<file path="config.mk">
export PLATFORM = sky130hd
export DESIGN_NAME = branch_predict_unit_flat
export DESIGN_NICKNAME = d
export VERILOG_FILES = /design/src/rtl/branch_pkg.sv /design/src/rtl/branch_predict_unit_if.sv /design/src/rtl/branch_cond.sv /design/src/rtl/branch_predict_unit.sv /design/src/flat_wrapper.sv
export SDC_FILE = /design/constraint.sdc
export NUM_CORES = 1
export LEC_CHECK = 0
export CAP_MARGIN = 10
export CORE_ASPECT_RATIO = 1.1
export CORE_MARGIN = 5
export CORE_UTILIZATION = 46
export CTS_BUF_LIST = sky130_fd_sc_hd__clkbuf_16
export DETAILED_ROUTE_END_ITERATION = 6
export GPL_TIMING_DRIVEN = 0
export PLACE_DENSITY = 0.74
export SLEW_MARGIN = 20
export SYNTH_ARGS = -nofsm -noshare
export SYNTH_HDL_FRONTEND = slang
export SYNTH_SLANG_ARGS = --single-unit
</file>
<file path="constraint.sdc">
create_clock -name inClk -period 7.9 [get_ports inClk]
set_input_delay 1.58 -clock inClk [delete_from_list [all_inputs] [get_ports inClk]]
set_output_delay 1.58 -clock inClk [all_outputs]
set_load 0.01 [all_outputs]
</file>
<file path="src/rtl/branch_pkg.sv">
// rtl/branch_pkg.sv - opcode, REGIMM and PC-source constants for the branch predict unit
package branch_pkg;

    localparam logic [5:0] OP_REGIMM = 6'h01;
    localparam logic [5:0] OP_BEQ    = 6'h04;
    localparam logic [5:0] OP_BNE    = 6'h05;
    localparam logic [5:0] OP_BLEZ   = 6'h06;
    localparam logic [5:0] OP_BGTZ   = 6'h07;

    localparam logic [4:0] RT_BLTZ = 5'b00000;
    localparam logic [4:0] RT_BGEZ = 5'b00001;

    typedef enum logic [1:0] {
        PC_SEQ     = 2'b00,
        PC_JUMP    = 2'b01,
        PC_BRANCH  = 2'b10,
        PC_RECOVER = 2'b11
    } pcSrcE;

    localparam logic [1:0] BHT_INIT = 2'b01;

    function automatic logic [1:0] satStep(input logic [1:0] cnt, input logic up);
        logic [1:0] nxt;
        nxt = cnt;
        if (up && cnt != 2'b11) begin
            nxt = cnt + 2'b01;
        end else if (!up && cnt != 2'b00) begin
            nxt = cnt - 2'b01;
        end
        return nxt;
    endfunction

endpackage

</file>
<file path="src/rtl/branch_predict_unit_if.sv">
// rtl/branch_predict_unit_if.sv - fetch lookup, EX resolve and redirect signals of the branch predict unit
interface branch_predict_unit_if #(
    parameter int XLEN  = 32,
    parameter int CNT_W = 16
);
    logic [XLEN-1:0]  inFetchPC;
    logic             outPredTaken;
    logic             inBranch;
    logic [5:0]       inOp;
    logic [4:0]       inRtField;
    logic [XLEN-1:0]  inRsVal;
    logic [XLEN-1:0]  inRtVal;
    logic [XLEN-1:0]  inBrPC;
    logic             inBrPredTaken;
    logic [1:0]       inPCsrc;
    logic [1:0]       outPCsrc;
    logic             outFlush;
    logic [CNT_W-1:0] outMispredCount;

    modport master (
        output inFetchPC, inBranch, inOp, inRtField, inRsVal, inRtVal,
               inBrPC, inBrPredTaken, inPCsrc,
        input  outPredTaken, outPCsrc, outFlush, outMispredCount
    );

    modport slave (
        input  inFetchPC, inBranch, inOp, inRtField, inRsVal, inRtVal,
               inBrPC, inBrPredTaken, inPCsrc,
        output outPredTaken, outPCsrc, outFlush, outMispredCount
    );
endinterface

</file>
<file path="src/rtl/branch_cond.sv">
// rtl/branch_cond.sv - combinational branch condition evaluation for BEQ/BNE/BLEZ/BGTZ/BGEZ/BLTZ
module branch_cond
    import branch_pkg::*;
#(
    parameter int XLEN = 32
) (
    input  logic [5:0]      op,
    input  logic [4:0]      rtField,
    input  logic [XLEN-1:0] rsVal,
    input  logic [XLEN-1:0] rtVal,
    output logic            taken,
    output logic            legal
);
    logic rsNeg;
    logic rsZero;

    assign rsNeg  = rsVal[XLEN-1];
    assign rsZero = (rsVal == '0);

    always_comb begin
        taken = 1'b0;
        legal = 1'b1;
        unique case (op)
            OP_BEQ:  taken = (rsVal == rtVal);
            OP_BNE:  taken = (rsVal != rtVal);
            OP_BLEZ: taken = rsNeg | rsZero;
            OP_BGTZ: taken = !rsNeg && !rsZero;
            OP_REGIMM: begin
                if (rtField == RT_BGEZ) begin
                    taken = !rsNeg;
                end else if (rtField == RT_BLTZ) begin
                    taken = rsNeg;
                end else begin
                    legal = 1'b0;
                end
            end
            default: legal = 1'b0;
        endcase
    end
endmodule

</file>
<file path="src/rtl/branch_predict_unit.sv">
// rtl/branch_predict_unit.sv - 2-bit BHT predictor with EX-stage resolve, redirect/flush and mispredict count
module branch_predict_unit
    import branch_pkg::*;
#(
    parameter int XLEN    = 32,
    parameter int BHT_IDX = 6,
    parameter int CNT_W   = 16
) (
    input  logic inClk,
    input  logic inRstN,
    branch_predict_unit_if.slave bus
);
    localparam int ENTRIES = 1 << BHT_IDX;

    logic [1:0]         bht [ENTRIES];
    logic [BHT_IDX-1:0] fetchIdx;
    logic [BHT_IDX-1:0] brIdx;
    logic               condTaken;
    logic               condLegal;
    logic               outcome;
    logic               squash;
    logic               resolve;
    logic               mispred;
    pcSrcE              pcSrcD;
    pcSrcE              pcSrcQ;
    logic               flushD;
    logic               flushQ;
    logic [CNT_W-1:0]   countQ;
    logic               unusedPcBits;

    assign fetchIdx = bus.inFetchPC[BHT_IDX+1:2];
    assign brIdx    = bus.inBrPC[BHT_IDX+1:2];
    assign unusedPcBits = ^{bus.inFetchPC[XLEN-1:BHT_IDX+2], bus.inFetchPC[1:0],
                            bus.inBrPC[XLEN-1:BHT_IDX+2], bus.inBrPC[1:0]};

    // Combinational read of the registered array gives the pre-update value on a same-index collision.
    assign bus.outPredTaken = bht[fetchIdx][1];

    branch_cond #(.XLEN(XLEN)) uCond (
        .op      (bus.inOp),
        .rtField (bus.inRtField),
        .rsVal   (bus.inRsVal),
        .rtVal   (bus.inRtVal),
        .taken   (condTaken),
        .legal   (condLegal)
    );

    // Whatever arrives while a flush is on the bus is a wrong-path instruction.
    assign squash  = flushQ;
    assign outcome = condTaken & condLegal;
    assign resolve = bus.inBranch & condLegal & ~squash;
    assign mispred = bus.inBranch & ~squash & (outcome != bus.inBrPredTaken);

    always_comb begin
        pcSrcD = PC_SEQ;
        flushD = 1'b0;
        if (!squash) begin
            if (bus.inBranch) begin
                if (mispred) begin
                    pcSrcD = outcome ? PC_BRANCH : PC_RECOVER;
                    flushD = 1'b1;
                end
            end else begin
                pcSrcD = pcSrcE'(bus.inPCsrc);
            end
        end
    end

    always_ff @(posedge inClk) begin
        if (!inRstN) begin
            for (int i = 0; i < ENTRIES; i++) begin
                bht[i] <= BHT_INIT;
            end
            pcSrcQ <= PC_SEQ;
            flushQ <= 1'b0;
            countQ <= '0;
        end else begin
            if (resolve) begin
                bht[brIdx] <= satStep(bht[brIdx], condTaken);
            end
            pcSrcQ <= pcSrcD;
            flushQ <= flushD;
            if (flushD && !(&countQ)) begin
                countQ <= countQ + 1'b1;
            end
        end
    end

    assign bus.outPCsrc        = pcSrcQ;
    assign bus.outFlush        = flushQ;
    assign bus.outMispredCount = countQ;
endmodule
</file>
<file path="src/flat_wrapper.sv">
// flat-port wrapper written by rule: the top's interface ports become plain ports
module branch_predict_unit_flat import branch_pkg::*;
#(
    parameter int XLEN    = 32,
    parameter int BHT_IDX = 6,
    parameter int CNT_W   = 16
)
  (inClk, inRstN, bus_inFetchPC, bus_inBranch, bus_inOp, bus_inRtField, bus_inRsVal, bus_inRtVal, bus_inBrPC, bus_inBrPredTaken, bus_inPCsrc, bus_outPredTaken, bus_outPCsrc, bus_outFlush, bus_outMispredCount);
  branch_predict_unit_if #(.XLEN(XLEN), .CNT_W(CNT_W)) bus_i ();
  input  logic inClk;
  input  logic inRstN;
  input wire logic [$bits(bus_i.inFetchPC)-1:0] bus_inFetchPC;
  input wire logic [$bits(bus_i.inBranch)-1:0] bus_inBranch;
  input wire logic [$bits(bus_i.inOp)-1:0] bus_inOp;
  input wire logic [$bits(bus_i.inRtField)-1:0] bus_inRtField;
  input wire logic [$bits(bus_i.inRsVal)-1:0] bus_inRsVal;
  input wire logic [$bits(bus_i.inRtVal)-1:0] bus_inRtVal;
  input wire logic [$bits(bus_i.inBrPC)-1:0] bus_inBrPC;
  input wire logic [$bits(bus_i.inBrPredTaken)-1:0] bus_inBrPredTaken;
  input wire logic [$bits(bus_i.inPCsrc)-1:0] bus_inPCsrc;
  output wire logic [$bits(bus_i.outPredTaken)-1:0] bus_outPredTaken;
  output wire logic [$bits(bus_i.outPCsrc)-1:0] bus_outPCsrc;
  output wire logic [$bits(bus_i.outFlush)-1:0] bus_outFlush;
  output wire logic [$bits(bus_i.outMispredCount)-1:0] bus_outMispredCount;
  assign bus_i.inFetchPC = bus_inFetchPC;
  assign bus_i.inBranch = bus_inBranch;
  assign bus_i.inOp = bus_inOp;
  assign bus_i.inRtField = bus_inRtField;
  assign bus_i.inRsVal = bus_inRsVal;
  assign bus_i.inRtVal = bus_inRtVal;
  assign bus_i.inBrPC = bus_inBrPC;
  assign bus_i.inBrPredTaken = bus_inBrPredTaken;
  assign bus_i.inPCsrc = bus_inPCsrc;
  assign bus_outPredTaken = bus_i.outPredTaken;
  assign bus_outPCsrc = bus_i.outPCsrc;
  assign bus_outFlush = bus_i.outFlush;
  assign bus_outMispredCount = bus_i.outMispredCount;
  branch_predict_unit #(.XLEN(XLEN), .BHT_IDX(BHT_IDX), .CNT_W(CNT_W)) u_core (.inClk(inClk), .inRstN(inRstN), .bus(bus_i));
endmodule
</file>
* Word-level counts from Yosys, hierarchy flattened
Memories as Yosys holds them, arrays and structs flattened. Index checks and enable logic that the tools add are counted.
Storage, ports and cells: flip-flop bits (word level) 19, RAM bits 128, input bits 145, output and inout bits 20, memories 1
Memories:
- u_core.bht | words 64, bits a word 2, read ports 2, clocked after memory_dff 0, write ports 64, line branch_predict_unit.sv:15 | logic [1:0] bht [ENTRIES];
Operators by class: add/sub/neg operators 3, equality and inequality tests 10, mux-type cells 23, bitwise logic cells 8, reduce and logical (&&, ||, !) cells 15
Operators with widths (number):
- == test 32 bit | 1
- logical NOT 32 bit | 1
- inequality test 32 bit | 1
- == test 6 x 3 -> 1 bit, second input constant | 4
- adder 16 x 1 -> 16 bit, second input constant | 1
- AND reduction 16 bit | 1
- 2-to-1 mux 2 bit | 7
- 2-to-1 mux 1 bit | 13
- == test 6 x 1 -> 1 bit, second input constant | 1
- 2-to-1 mux 6 bit | 1
- AND 1 bit | 5
- == test 5 x 1 -> 1 bit, second input constant | 1
- logical NOT 5 bit | 1
- case mux 1 bit (5 select lines) | 1
- logical AND 1 bit | 4
- logical NOT 1 bit | 4
- OR reduction 2 bit | 2
- OR reduction 4 bit | 1
- adder 2 x 1 -> 2 bit, second input constant | 1
- inequality test 2 bit, second input constant | 1
- NOT 1 bit | 2
- case mux 1 bit (2 select lines) | 1
- nonzero test 2 bit | 1
- subtractor 2 x 1 -> 2 bit, second input constant | 1
- 2 further kinds | 2

* Logic depth before layout (Yosys ltp)
Gate-level depths: netlist (run 1).
word-level depth 11, depth in mapped cells 16, gate-level depth less buffers 11

* Cells and area by module
Synthesis (run 1) repeated with hierarchy kept, for this count alone.
Unflattened totals: cells, all modules 792, area total of the unflattened synthesis 8728.4 um2
Modules (own cells, without submodules):
- branch_predict_unit | instances 1, cells each 723, area an instance 8195.4 um2, sequential area each 4224.1 um2
- branch_cond | instances 1, cells each 69, area an instance 533.0 um2, sequential area each 0.0 um2

* Least setup slack after synthesis (run 1)
OpenSTA, ideal clock, no wires.
path kind input -> output, from in bus_inFetchPC[2], to out bus_outPredTaken, arrival time 4.020 ns, slack 2.300 ns, stages on the path 5, cells stage by stage clkbuf_1 -> buf_1 -> mux4_2 -> mux4_2 -> mux4_2
Between the ends: word-level cells in the longest chain between the ends 1
Ends and longest elaborated chain:
- start, declared | line flat_wrapper.sv:12 | input wire logic [$bits(bus_i.inFetchPC)-1:0] bus_inFetchPC;
- memory (64 x 2 bit)
- end, declared | line flat_wrapper.sv:21 | output wire logic [$bits(bus_i.outPredTaken)-1:0] bus_outPredTaken;
No other way between the ends.

* Worst setup path after layout (run 1)
Same ends and word-level chain as after synthesis.

==> flow_summary.html, run 1 <==
<table>
<tr><th>Metric</th><th>Value</th></tr>
<tr><th colspan="2">Status</th></tr>
<tr><td>Run status</td><td>finished, final reports clean</td></tr>
<tr><th colspan="2">Logic synthesis</th></tr>
<tr><td>Adder-cell share of the synthesized area</td><td>0.434%</td></tr>
<tr><td>Mapped Nets</td><td>949</td></tr>
<tr><td>Async S/R FF share, synth</td><td>0%</td></tr>
<tr><td>Cells after synthesis</td><td>801</td></tr>
<tr><td>Top cells by area, synth</td><td>edfxtp_1 (44%), mux4_2 (8.1%), nand2_1 (6.9%), nor2_2 (4.4%), dfxtp_1 (4.4%)</td></tr>
<tr><td>Number of flops mapped to enable cells by yosys</td><td>128</td></tr>
<tr><td>Synthesis warning total</td><td>0</td></tr>
<tr><td>Cell variety after synth</td><td>64</td></tr>
<tr><td>Most frequent cells after synthesis</td><td>nand2_1 (159), edfxtp_1 (128), nand3_1 (73)</td></tr>
<tr><td>Top-area cell type share of the netlist area</td><td>44.4%</td></tr>
<tr><td>Post-synthesis share of cell area spent on xor and xnor gates</td><td>3.53%</td></tr>
<tr><td>Combinational family with the most area after synthesis</td><td>simple AND/OR/NAND/NOR gates</td></tr>
<tr><td>Sequential fraction of the synthesis area</td><td>48.8%</td></tr>
<tr><td>Library cell with the largest summed area after synthesis</td><td>edfxtp_1</td></tr>
<tr><td>Share of cell area taken by muxes after synthesis</td><td>13.8%</td></tr>
<tr><td>Compound-cell area share of the yosys netlist</td><td>5.77%</td></tr>
<tr><td>Number of register bits inferred by synthesis</td><td>147</td></tr>
<tr><td>Simple-gate share of the synthesized area</td><td>23.6%</td></tr>
<tr><td>Average size of a mapped cell</td><td>10.8 µm²</td></tr>
<tr><td>Area of the mapped netlist</td><td>8660 µm²</td></tr>
<tr><td>Cell with the most instances after synthesis</td><td>nand2_1</td></tr>
<tr><td>Synth Flop Type</td><td>edfxtp_1</td></tr>
<tr><th colspan="2">Worst setup path</th></tr>
<tr><td>Kind of start point of the critical path</td><td>input port</td></tr>
<tr><td>Type of the worst setup path</td><td>in2out</td></tr>
<tr><td>Data required time of the worst path</td><td>6.32 ns</td></tr>
<tr><td>Endpoint arrival time on the critical path</td><td>4.92 ns</td></tr>
<tr><td>Setup slack on the worst flop-to-flop path</td><td>4.20 ns</td></tr>
<tr><td>Endpoint kind of the worst setup timing path</td><td>output port</td></tr>
<tr><td>Worst Path Max Fanout</td><td>10</td></tr>
<tr><th colspan="2">Global routing</th></tr>
<tr><td>Remaining global-route overflow</td><td>0</td></tr>
<tr><td>Vias in the first global route</td><td>7215</td></tr>
<tr><td>Initial antenna violation count</td><td>0</td></tr>
<tr><td>First-pass GRT wire length</td><td>41.7 mm</td></tr>
<tr><td>All-layer global routing usage</td><td>25.5%</td></tr>
<tr><td>Pin count of the biggest net entering global routing</td><td>17</td></tr>
<tr><th colspan="2">Floorplanning</th></tr>
<tr><td>Vert. Die Dim</td><td>154 µm</td></tr>
<tr><td>Count of boundary I/O pins</td><td>165</td></tr>
<tr><td>Core Region</td><td>18500 µm²</td></tr>
<tr><td>Die outline area</td><td>21700 µm²</td></tr>
<tr><td>Initial standard-cell utilization of the core</td><td>46.9%</td></tr>
<tr><td>Width of the die</td><td>141 µm</td></tr>
<tr><td>Row count</td><td>52</td></tr>
<tr><th colspan="2">Finish</th></tr>
<tr><td>Diodes inserted</td><td>0</td></tr>
<tr><td>Number of nets in the layout</td><td>1073</td></tr>
<tr><td>Fraction of layout instances using a drive strength above 1</td><td>18.4%</td></tr>
<tr><td>Area growth from synthesis to final layout</td><td>22.1%</td></tr>
<tr><td>Non-Filler Cell Area, Final</td><td>10600 µm²</td></tr>
<tr><td>Filler Cells Inserted</td><td>1579</td></tr>
<tr><td>Area used by sequential logic in the layout</td><td>4220 µm²</td></tr>
<tr><td>Total area of multi-input combinational cells</td><td>4090 µm²</td></tr>
<tr><th colspan="2">Clock tree</th></tr>
<tr><td>Clock slew at reported path FFs</td><td>0.06 ns</td></tr>
<tr><td>Total clock sinks</td><td>147</td></tr>
<tr><td>Worst-skew pair later-pin latency</td><td>0.43 ns</td></tr>
<tr><td># Post-CTS Setup Buffers</td><td>0</td></tr>
<tr><td># H-tree levels</td><td>4</td></tr>
<tr><td>CTS tree</td><td>done</td></tr>
<tr><td>Number of buffers on the longest clock path</td><td>2</td></tr>
<tr><td>Post-cts gate resize count</td><td>0</td></tr>
<tr><td>Clock tree root driver cell</td><td>clkbuf_16</td></tr>
<tr><td>Total of hold buffers inserted after clock tree synthesis</td><td>0</td></tr>
<tr><td>Inserted Clock Buffers</td><td>17</td></tr>
<tr><th colspan="2">Timing</th></tr>
<tr><td>Minimum period implied by the final worst setup slack</td><td>6.50 ns</td></tr>
<tr><td>Tcrit/Tclk final</td><td>82.3%</td></tr>
<tr><td>Setup TNS</td><td>0 ns</td></tr>
<tr><td>Max Clk Rate</td><td>154 MHz</td></tr>
<tr><td>Skew final</td><td>0.0108 ns</td></tr>
<tr><td>Max Transition Viols Final</td><td>0</td></tr>
<tr><td>Measured slew at the worst slew-check pin</td><td>1.18 ns</td></tr>
<tr><td>Number of setup violations in the final report</td><td>0</td></tr>
<tr><td>Rel. slew slack</td><td>20.6%</td></tr>
<tr><td>Setup repair after global routing missed its margin</td><td>false</td></tr>
<tr><td>Final hold violations</td><td>0</td></tr>
<tr><th colspan="2">Flow run</th></tr>
<tr><td>Maximum capacitance violations</td><td>0</td></tr>
<tr><th colspan="2">Drt</th></tr>
<tr><td>Via density</td><td>6.11</td></tr>
<tr><td>First-iteration detailed-routing DRC count</td><td>945</td></tr>
<tr><td>Count of nets left with antenna violations after detail routing</td><td>0</td></tr>
<tr><td>Router iterations before antenna repair</td><td>6</td></tr>
<tr><td>DRT Wirelength</td><td>27.5 mm</td></tr>
<tr><td>Routed vias</td><td>7220</td></tr>
<tr><td>Routed wirelength normalized by instance count</td><td>23.3 µm</td></tr>
<tr><td>Post-route DRC</td><td>0</td></tr>
<tr><th colspan="2">Placement</th></tr>
<tr><td>GP Congestion</td><td>0.965</td></tr>
<tr><td>Placed cell area</td><td>10000 µm²</td></tr>
<tr><td>Post-detail-place hpwl</td><td>19.8 mm</td></tr>
<tr><td>Number of buffers added on ports</td><td>104</td></tr>
<tr><th colspan="2">Pwr</th></tr>
<tr><td>Maximum vdd drop</td><td>112 µV</td></tr>
<tr><td>Post-layout power</td><td>2.00 mW</td></tr>
<tr><td>Cell Pwr Density</td><td>189 nW/µm²</td></tr>
<tr><td>Leakage power of the design</td><td>3.45 nW</td></tr>
<tr><th colspan="2">Min path</th></tr>
<tr><td>HP Class</td><td>reg2reg</td></tr>
</table>
## power breakdown
group / switching, mW / internal [mW] / total (mW)
sequential: 0.0101 / 0.858 / 0.868
clock: 0.350 / 0.409 / 0.759
combinational: 0.231 / 0.142 / 0.373
## final cells by class
cell class / count / area share (%)
clock buffers: 17 / 4.02
flip-flops and latches: 147 / 39.9
inverters: 8 / 0.284
plain buffers: 62 / 3.10
clock inverters: 15 / 1.15
well taps: 243 / 2.88
multi-input cells: 584 / 38.7
repair buffers: 105 / 9.92
## layout by cell type (no fill, tap or decap), drive strengths merged, types with 19 or more instances in the layout
cell type	Yosys	routed
buf	28	28
clkbuf	34	52
clkdlybuf4s50	0	104
dfxtp	19	19
edfxtp	128	128
mux2i	19	19
mux4	37	37
nand2	159	159
nand3	74	74
nor2	91	91
nor4	20	20
xor2	33	33
## sequential cells by signal, indices dropped and copies added (netlist names)
register / count
u_core.bht: 128
u_core.bus.outFlush: 1
u_core.bus.outMispredCount: 16
u_core.bus.outPCsrc: 2
## critical path, stage by stage
cell             delay, ns
clkbuf_1              0.63
clkbuf_2              0.56
mux4_2                0.62
mux4_2                0.54
mux4_2                0.50
clkdlybuf4s50_1       0.50
## path summary, 6_finish.rpt
check,start,to,cells after the start
max reg2reg,u_core.bht[51][0],u_core.bht[14][1],10
max,bus_inFetchPC[2],bus_outPredTaken,6
min reg2reg,u_core.bus.outMispredCount[9],u_core.bus.outMispredCount[9],2
min,u_core.bus.outMispredCount[9],u_core.bus.outMispredCount[9],2
## routing by layer
| metal | up-vias | wire length (µm) | global-route usage, % | share of wire [%] |
|---|---|---|---|---|
| met1 | 3457 | 10000 | 31.6 | 37 |
| met2 | 445 | 13400 | 42.0 | 49 |
| li1 | 3216 | - | - | - |
| met4 | 0 | 1350 | 12.2 | 4.9 |
| met3 | 102 | 2720 | 6.18 | 9.9 |
| met5 | - | 0 | 0 | 0 |
## per-stage QoR
| stage | worst slack, ns | hold WS [ns] | util, % | std cells |
|---|---|---|---|---|
| 2_1_floorplan | 2.30 | 0.491 | - | 801 |
| 3_3_place_gp | 1.10 | 0.459 | 54.1 | 1148 |
| 3_5_place_dp | 1.05 | 0.473 | 54.3 | 1149 |
| 4_1_cts | 1.03 | 0.484 | 57.2 | 1181 |
| 5_1_grt | 1.31 | 0.515 | 57.2 | 1181 |
| 6_report | 1.40 | 0.482 | 57.2 | 1181 |
## logic make-up after synthesis
family | after synthesis
AO/OA/AOI/OAI | 69
XOR/XNOR | 34
adder cells (fa/ha/maj) | 3
buffers and inverters | 70
flip-flops | 147
multiplexers | 69
AND/OR/NAND/NOR | 409
Note: power is estimated with default switching activity, not from simulation.
==> run 2, diff against run 1 <==
Settings changed: PLACE_DENSITY 0.74 to 0.77.
Clock period 7.9 ns to 5.37 ns, I/O delays scaled along.
==> run 2 against run 1 <==
  * The flow now finishes with violations (setup timing)
  * Combinational power is 49% higher
  * Flip-flop and latch count stayed put
  * Clock power is 57% higher
  * Global-route usage is 0.099 points higher
  * Via count is 2.6% higher
  * Register-to-register slack worse by 2.6 ns
  * Critical path depth stayed put
  * Count of clock-buffer cells in the layout stayed put
  * Non-clock buffer count is 1 lower
  * Hold slack better by 0.0049 ns
==> flow_summary.html, run 2 (synthesis gave the netlist of run 1 again) <==
<table>
<tr><th>Metric</th><th>Value</th></tr>
<tr><th colspan="2">Global routing</th></tr>
<tr><td>Vias in the first global route</td><td>7281</td></tr>
<tr><td>Remaining global-route overflow</td><td>0</td></tr>
<tr><td>All-layer global routing usage</td><td>25.6%</td></tr>
<tr><td>First-pass GRT wire length</td><td>41.8 mm</td></tr>
<tr><td>Initial antenna violation count</td><td>0</td></tr>
<tr><td>Pin count of the biggest net entering global routing</td><td>17</td></tr>
<tr><th colspan="2">Worst setup path</th></tr>
<tr><td>Data required time of the worst path</td><td>4.30 ns</td></tr>
<tr><td>Type of the worst setup path</td><td>in2out</td></tr>
<tr><td>Endpoint kind of the worst setup timing path</td><td>output port</td></tr>
<tr><td>CP Cell Sequence</td><td>clkbuf_1 -&gt; clkbuf_1 -&gt; mux4_2 -&gt; mux4_2 -&gt; mux4_2 -&gt; clkdlybuf4s50_1</td></tr>
<tr><td>Cell seen most often among critical-path stages</td><td>mux4_2</td></tr>
<tr><td>Endpoint arrival time on the critical path</td><td>4.30 ns</td></tr>
<tr><td>Kind of start point of the critical path</td><td>input port</td></tr>
<tr><td>CP top delay family</td><td>buffers and inverters</td></tr>
<tr><td>CP peak stage delay</td><td>0.71 ns</td></tr>
<tr><td>Slowest stage cell, crit path</td><td>clkbuf_1</td></tr>
<tr><td>Crit path buffers/inverters</td><td>3</td></tr>
<tr><td>Worst Path Max Fanout</td><td>10</td></tr>
<tr><th colspan="2">Timing</th></tr>
<tr><td>Number of setup violations in the final report</td><td>1</td></tr>
<tr><td>Setup repair after global routing missed its margin</td><td>false</td></tr>
<tr><td>Max Clk Rate</td><td>186 MHz</td></tr>
<tr><td>Final setup slack of the worst path</td><td>-0.00843 ns</td></tr>
<tr><td>Minimum period implied by the final worst setup slack</td><td>5.38 ns</td></tr>
<tr><td>Skew final</td><td>0.0128 ns</td></tr>
<tr><td>Measured slew at the worst slew-check pin</td><td>1.18 ns</td></tr>
<tr><td>Rel. slew slack</td><td>21.0%</td></tr>
<tr><td>Tcrit/Tclk final</td><td>100%</td></tr>
<tr><td>Max Transition Viols Final</td><td>0</td></tr>
<tr><td>Final hold violations</td><td>0</td></tr>
<tr><th colspan="2">Floorplanning</th></tr>
<tr><td>Count of boundary I/O pins</td><td>165</td></tr>
<tr><td>Row count</td><td>52</td></tr>
<tr><td>Width of the die</td><td>141 µm</td></tr>
<tr><td>Initial standard-cell utilization of the core</td><td>46.9%</td></tr>
<tr><td>Core Region</td><td>18500 µm²</td></tr>
<tr><td>Vert. Die Dim</td><td>154 µm</td></tr>
<tr><td>Die outline area</td><td>21700 µm²</td></tr>
<tr><th colspan="2">Finish</th></tr>
<tr><td>Filler Cells Inserted</td><td>1562</td></tr>
<tr><td>Area used by sequential logic in the layout</td><td>4220 µm²</td></tr>
<tr><td>Flip-flop count of the largest register, all copies and words added</td><td>128</td></tr>
<tr><td>Diodes inserted</td><td>0</td></tr>
<tr><td>Most common library cell in the layout ignoring fill and taps</td><td>nand2_1</td></tr>
<tr><td>Fraction of layout instances using a drive strength above 1</td><td>18.6%</td></tr>
<tr><td>Commonest cells after routing, fill and taps aside</td><td>nand2_1 (159), edfxtp_1 (128), clkdlybuf4s50_1 (104), nand3_1 (73), nor2_2 (61)</td></tr>
<tr><td>Non-Filler Cell Area, Final</td><td>10600 µm²</td></tr>
<tr><td>Number of nets in the layout</td><td>1072</td></tr>
<tr><td>Total area of multi-input combinational cells</td><td>4100 µm²</td></tr>
<tr><td>Layout Utilization</td><td>57.4%</td></tr>
<tr><td>Register with the highest flop count</td><td>u_core.bht</td></tr>
<tr><td>Area growth from synthesis to final layout</td><td>22.6%</td></tr>
<tr><th colspan="2">Status</th></tr>
<tr><td>Violations in the final reports</td><td>setup timing</td></tr>
<tr><td>Run status</td><td>finished, violations left</td></tr>
<tr><th colspan="2">Clock tree</th></tr>
<tr><td>Worst-skew pair later-pin latency</td><td>0.43 ns</td></tr>
<tr><td>Inserted Clock Buffers</td><td>17</td></tr>
<tr><td>Number of buffers on the longest clock path</td><td>2</td></tr>
<tr><td># Post-CTS Setup Buffers</td><td>0</td></tr>
<tr><td>Total clock sinks</td><td>147</td></tr>
<tr><td>CTS tree</td><td>done</td></tr>
<tr><td># H-tree levels</td><td>4</td></tr>
<tr><td>Total of hold buffers inserted after clock tree synthesis</td><td>0</td></tr>
<tr><td>Post-cts gate resize count</td><td>3</td></tr>
<tr><td>Clock slew at reported path FFs</td><td>0.06 ns</td></tr>
<tr><td>Clock tree root driver cell</td><td>clkbuf_16</td></tr>
<tr><th colspan="2">Drt</th></tr>
<tr><td>Post-route DRC</td><td>0</td></tr>
<tr><td>Routed length on met3</td><td>2.95 mm</td></tr>
<tr><td>Via density</td><td>6.28</td></tr>
<tr><td>Uppermost signal routing layer after detailed routing</td><td>met4</td></tr>
<tr><td>Metal2 WL</td><td>13.7 mm</td></tr>
<tr><td>First-iteration detailed-routing DRC count</td><td>1149</td></tr>
<tr><td>Count of nets left with antenna violations after detail routing</td><td>0</td></tr>
<tr><td>DRT Wirelength</td><td>28.0 mm</td></tr>
<tr><td>Routed vias</td><td>7409</td></tr>
<tr><td>Metal1 wirelength</td><td>9.61 mm</td></tr>
<tr><td>Router iterations before antenna repair</td><td>6</td></tr>
<tr><td>Routed wirelength normalized by instance count</td><td>23.8 µm</td></tr>
<tr><th colspan="2">Placement</th></tr>
<tr><td>Worst slack, placed</td><td>-0.392 ns</td></tr>
<tr><td>Post-detail-place hpwl</td><td>19.8 mm</td></tr>
<tr><td>Placed cell area</td><td>10000 µm²</td></tr>
<tr><td>GP Congestion</td><td>0.971</td></tr>
<tr><td>Number of buffers added on ports</td><td>104</td></tr>
<tr><th colspan="2">Pwr</th></tr>
<tr><td>Cell Pwr Density</td><td>284 nW/µm²</td></tr>
<tr><td>Leakage power of the design</td><td>3.46 nW</td></tr>
<tr><td>Maximum vdd drop</td><td>233 µV</td></tr>
<tr><td>Post-layout power</td><td>3.02 mW</td></tr>
<tr><th colspan="2">Min path</th></tr>
<tr><td>HP Class</td><td>reg2reg</td></tr>
<tr><th colspan="2">Flow run</th></tr>
<tr><td>Maximum capacitance violations</td><td>0</td></tr>
</table>
## run 2: cell types whose count changed in the layout (fill, tap and decap cells not counted)
cell | previous run | this run
bufinv_16 | 0 | 2
inv_6 | 6 | 4
buf_4 | 2 | 1
nor3_2 | 2 | 3
clkinv_4 | 4 | 2
nor3_1 | 7 | 6
clkdlybuf4s15_2 | 0 | 1
inv_8 | 1 | 0
clkbuf_1 | 34 | 33
clkinvlp_4 | 2 | 5
## run 2: metrics by stage
step,hold WS [ns],instances,setup TNS (ns)
after CTS,0.493,1180,0
after global placement,0.477,1148,-0.407
after global routing,0.524,1180,0
after detailed placement,0.485,1148,-0.392
final,0.487,1180,-0.00843
after floorplan,0.491,801,0
## run 2: path summary, 6_finish.rpt
| check | start | end | slack, ns | depth (start not counted) |
|---|---|---|---|---|
| worst max-delay path | bus_inFetchPC[3] | bus_outPredTaken | -0.008 | 6 |
| worst min-delay path | u_core.bus.outMispredCount[15] | u_core.bus.outMispredCount[15] | 0.49 | 2 |
| worst max register to register | u_core.bht[51][0] | u_core.bht[59][1] | 1.61 | 10 |
| worst min register to register | u_core.bus.outMispredCount[15] | u_core.bus.outMispredCount[15] | 0.49 | 2 |
## run 2: area by class of cell
| cell class | instances | share of cell area (%) |
|---|---|---|
| Timing Repair Buffer | 104 | 9.81 |
| Clock buffer | 17 | 4.01 |
| Multi-Input combinational cell | 584 | 38.6 |
| Inverter | 8 | 0.283 |
| Buffer | 62 | 3.16 |
| Clock inverter | 15 | 1.49 |
| Tap cell | 243 | 2.86 |
| Sequential cell | 147 | 39.8 |
## run 2: routing by layer
layer	up-vias	track usage, %
li1	3209	-
met1	3526	31.1
met2	524	43.0
met3	150	5.13
met4	0	13.6
met5	-	0
## run 2: tightest hold or removal path, cell delays in order (launching register included)
cell	delay (ns)
dfxtp_1	0.33
nand2_1	0.06
mux2i_1	0.06
## run 2: where the power goes
group	switching [mW]	internal, mW	total, mW
Sequential	0.0155	1.26	1.28
Combinational	0.345	0.209	0.554
Clock	0.499	0.688	1.19
==> run 3, diff against run 2 <==
Settings changed: PLACE_DENSITY 0.77 to 0.72.
Clock period 5.37 ns to 5.1 ns, I/O delays scaled along.
==> run 3 against run 2 <==
  * Flip-flop and latch count did not move
  * The flow now finishes without violations
  * Hold slack improved by 0.0049 ns
  * Largest power group unchanged
  * Critical path depth did not move
  * Non-clock buffer count did not move
  * Critical endpoint unchanged
  * Final area barely moved
==> flow_summary.html, run 3 (synthesis gave the netlist of run 1 again) <==
<table>
<tr><th>Metric</th><th>Value</th></tr>
<tr><th colspan="2">Drt</th></tr>
<tr><td>Router iterations before antenna repair</td><td>6</td></tr>
<tr><td>Routed wirelength normalized by instance count</td><td>23.5 µm</td></tr>
<tr><td>DRT Wirelength</td><td>27.7 mm</td></tr>
<tr><td>Routed vias</td><td>7313</td></tr>
<tr><td>Post-route DRC</td><td>0</td></tr>
<tr><td>Via density</td><td>6.20</td></tr>
<tr><td>Count of nets left with antenna violations after detail routing</td><td>0</td></tr>
<tr><td>First-iteration detailed-routing DRC count</td><td>1025</td></tr>
<tr><th colspan="2">Global routing</th></tr>
<tr><td>Highest-utilization routing layer at the global route stage</td><td>met2</td></tr>
<tr><td>All-layer global routing usage</td><td>25.9%</td></tr>
<tr><td>Met2 Use GR</td><td>42.0%</td></tr>
<tr><td>Remaining global-route overflow</td><td>0</td></tr>
<tr><td>Vias in the first global route</td><td>7219</td></tr>
<tr><td>Met3 usage</td><td>4.78%</td></tr>
<tr><td>Initial antenna violation count</td><td>0</td></tr>
<tr><td>Fraction of met1 tracks used by global routing</td><td>33.6%</td></tr>
<tr><td>Pin count of the biggest net entering global routing</td><td>17</td></tr>
<tr><td>First-pass GRT wire length</td><td>42.2 mm</td></tr>
<tr><th colspan="2">Clock tree</th></tr>
<tr><td>Worst-skew pair later-pin latency</td><td>0.43 ns</td></tr>
<tr><td>Clock tree root driver cell</td><td>clkbuf_16</td></tr>
<tr><td>Inserted Clock Buffers</td><td>17</td></tr>
<tr><td>Total clock sinks</td><td>147</td></tr>
<tr><td>Clock slew at reported path FFs</td><td>0.06 ns</td></tr>
<tr><td>CTS tree</td><td>done</td></tr>
<tr><td>Number of buffers on the longest clock path</td><td>2</td></tr>
<tr><td>Total of hold buffers inserted after clock tree synthesis</td><td>0</td></tr>
<tr><td># H-tree levels</td><td>4</td></tr>
<tr><th colspan="2">Finish</th></tr>
<tr><td>Area growth from synthesis to final layout</td><td>22.7%</td></tr>
<tr><td>Fraction of layout instances using a drive strength above 1</td><td>18.5%</td></tr>
<tr><td>Register with the highest flop count</td><td>u_core.bht</td></tr>
<tr><td>Diodes inserted</td><td>0</td></tr>
<tr><td>Total area of multi-input combinational cells</td><td>4090 µm²</td></tr>
<tr><td>Filler Cells Inserted</td><td>1574</td></tr>
<tr><td>Commonest cells after routing, fill and taps aside</td><td>nand2_1 (159), edfxtp_1 (128), clkdlybuf4s50_1 (104), nand3_1 (73), nor2_2 (61)</td></tr>
<tr><td>Most common library cell in the layout ignoring fill and taps</td><td>nand2_1</td></tr>
<tr><td>Flip-flop count of the largest register, all copies and words added</td><td>128</td></tr>
<tr><td>Area used by sequential logic in the layout</td><td>4220 µm²</td></tr>
<tr><td>Non-Filler Cell Area, Final</td><td>10600 µm²</td></tr>
<tr><td>Number of nets in the layout</td><td>1072</td></tr>
<tr><th colspan="2">Pwr</th></tr>
<tr><td>Fraction of power consumed by sequential logic</td><td>41.6%</td></tr>
<tr><td>Maximum vdd drop</td><td>229 µV</td></tr>
<tr><td>Switching power</td><td>906 µW</td></tr>
<tr><td>Leakage power of the design</td><td>3.48 nW</td></tr>
<tr><td>Cell Int Power</td><td>2.32 mW</td></tr>
<tr><td>Portion of total power attributed to the clock network</td><td>40.2%</td></tr>
<tr><td>Share of power burned in combinational logic</td><td>18.2%</td></tr>
<tr><td>Switching part of the total</td><td>28.1%</td></tr>
<tr><td>Cell Pwr Density</td><td>304 nW/µm²</td></tr>
<tr><th colspan="2">Placement</th></tr>
<tr><td>Post-detail-place hpwl</td><td>20.1 mm</td></tr>
<tr><td>Placed cell area</td><td>10000 µm²</td></tr>
<tr><td>Worst slack, placed</td><td>-0.657 ns</td></tr>
<tr><td>GP Congestion</td><td>0.956</td></tr>
<tr><td>Number of buffers added on ports</td><td>104</td></tr>
<tr><th colspan="2">Timing</th></tr>
<tr><td>Number of setup violations in the final report</td><td>0</td></tr>
<tr><td>Max Clk Rate</td><td>199 MHz</td></tr>
<tr><td>Max Transition Viols Final</td><td>0</td></tr>
<tr><td>Setup TNS</td><td>0 ns</td></tr>
<tr><td>Setup repair after global routing missed its margin</td><td>false</td></tr>
<tr><td>Final setup slack of the worst path</td><td>0.0661 ns</td></tr>
<tr><td>Skew final</td><td>0.0102 ns</td></tr>
<tr><td>Final hold violations</td><td>0</td></tr>
<tr><td>Rel. slew slack</td><td>22.7%</td></tr>
<tr><td>Minimum period implied by the final worst setup slack</td><td>5.03 ns</td></tr>
<tr><td>Tcrit/Tclk final</td><td>98.7%</td></tr>
<tr><td>Measured slew at the worst slew-check pin</td><td>1.15 ns</td></tr>
<tr><th colspan="2">Worst setup path</th></tr>
<tr><td>Crit path depth</td><td>6</td></tr>
<tr><td>CP top delay family</td><td>multiplexers</td></tr>
<tr><td>CP peak stage delay</td><td>0.62 ns</td></tr>
<tr><td>Cell seen most often among critical-path stages</td><td>mux4_2</td></tr>
<tr><td>Data required time of the worst path</td><td>4.08 ns</td></tr>
<tr><td>Slowest stage cell, crit path</td><td>mux4_2</td></tr>
<tr><td>Setup slack on the worst flop-to-flop path</td><td>1.28 ns</td></tr>
<tr><td>Type of the worst setup path</td><td>in2out</td></tr>
<tr><td>Worst Path Max Fanout</td><td>10</td></tr>
<tr><td>Endpoint kind of the worst setup timing path</td><td>output port</td></tr>
<tr><td>CP Cell Sequence</td><td>clkbuf_2 -&gt; buf_2 -&gt; mux4_2 -&gt; mux4_2 -&gt; mux4_2 -&gt; clkdlybuf4s50_1</td></tr>
<tr><td>Endpoint arrival time on the critical path</td><td>4.01 ns</td></tr>
<tr><td>Cell count of the worst reg-to-reg path</td><td>10</td></tr>
<tr><td>Crit path buffers/inverters</td><td>3</td></tr>
<tr><td>R2r endpoint</td><td>u_core.bht[61][1]</td></tr>
<tr><td>Launch instance of the worst register-to-register path</td><td>u_core.bht[51][0]</td></tr>
<tr><td>Kind of start point of the critical path</td><td>input port</td></tr>
<tr><th colspan="2">Floorplanning</th></tr>
<tr><td>Count of boundary I/O pins</td><td>165</td></tr>
<tr><td>Row count</td><td>52</td></tr>
<tr><td>Initial standard-cell utilization of the core</td><td>46.9%</td></tr>
<tr><td>Width of the die</td><td>141 µm</td></tr>
<tr><td>Vert. Die Dim</td><td>154 µm</td></tr>
<tr><td>Core Region</td><td>18500 µm²</td></tr>
<tr><td>Die outline area</td><td>21700 µm²</td></tr>
<tr><th colspan="2">Min path</th></tr>
<tr><td>Source of the worst hold timing path</td><td>u_core.bus.outMispredCount[15]</td></tr>
<tr><td>Worst hold stages</td><td>2</td></tr>
<tr><td>HP Class</td><td>reg2reg</td></tr>
<tr><td>Hold EP</td><td>u_core.bus.outMispredCount[15]</td></tr>
<tr><th colspan="2">Status</th></tr>
<tr><td>Run status</td><td>finished, final reports clean</td></tr>
<tr><th colspan="2">Flow run</th></tr>
<tr><td>Maximum capacitance violations</td><td>0</td></tr>
</table>
## run 3: changes by cell type in the layout (fill, tap and decap cells not counted), sizes merged
cell,change
buf,+1
bufinv,+1
clkdlybuf4s15,-1
clkinvlp,-3
inv,+2
## run 3: worst max-delay path by stage
| stage | startpoint | endpoint |
|---|---|---|
| after detailed placement | bus_inFetchPC[2] | bus_outPredTaken |
| final | bus_inFetchPC[2] | bus_outPredTaken |
| after global routing | bus_inFetchPC[2] | bus_outPredTaken |
| after global placement | bus_inFetchPC[2] | bus_outPredTaken |
| after CTS | bus_inFetchPC[2] | bus_outPredTaken |
| after floorplan | bus_inFetchPC[2] | bus_outPredTaken |
## run 3: cell type report
| cell class | instances | share of cell area [%] |
|---|---|---|
| Sequential cell | 147 | 39.8 |
| Multi-Input combinational cell | 584 | 38.5 |
| Timing Repair Buffer | 104 | 9.80 |
| Clock buffer | 17 | 4.01 |
| Buffer | 62 | 3.11 |
| Tap cell | 243 | 2.86 |
| Clock inverter | 15 | 1.68 |
| Inverter | 8 | 0.283 |
## run 3: per-stage QoR
step / std cells / hold slack (ns) / total power, mW / utilization (%)
2_1_floorplan: 801 / 0.491 / 1.71 / -
3_3_place_gp: 1148 / 0.477 / 1.93 / 54.1
3_5_place_dp: 1148 / 0.489 / 1.94 / 54.2
4_1_cts: 1180 / 0.499 / 3.21 / 57.5
5_1_grt: 1180 / 0.515 / 3.31 / 57.5
6_report: 1180 / 0.492 / 3.23 / 57.5
## run 3: what timing repair did
item	CTS	global route
resized for setup	6	0
setup buffers	0	0
setup endpoints to repair	1	0
endpoints found under the hold margin	0	0
## run 3: tightest hold or removal path: stages (launching register included)
cell and delay (ns):
dfxtp_1 0.33, nand2_1 0.06, mux2i_1 0.05
## run 3: power by group through the flow
stage	combinational (mW)	clock, mW	sequential, mW
6_report	0.586	1.30	1.34
5_1_grt	0.612	1.36	1.35
2_1_floorplan	0.350	0	1.36
4_1_cts	0.574	1.29	1.34
3_3_place_gp	0.565	0	1.37
3_5_place_dp	0.572	0	1.37
## run 3: routing by layer
metal	share of wire [%]	routed length, µm
met1	36	10000
met2	49	13500
met3	10	2800
met4	5.1	1420
met5	0	0
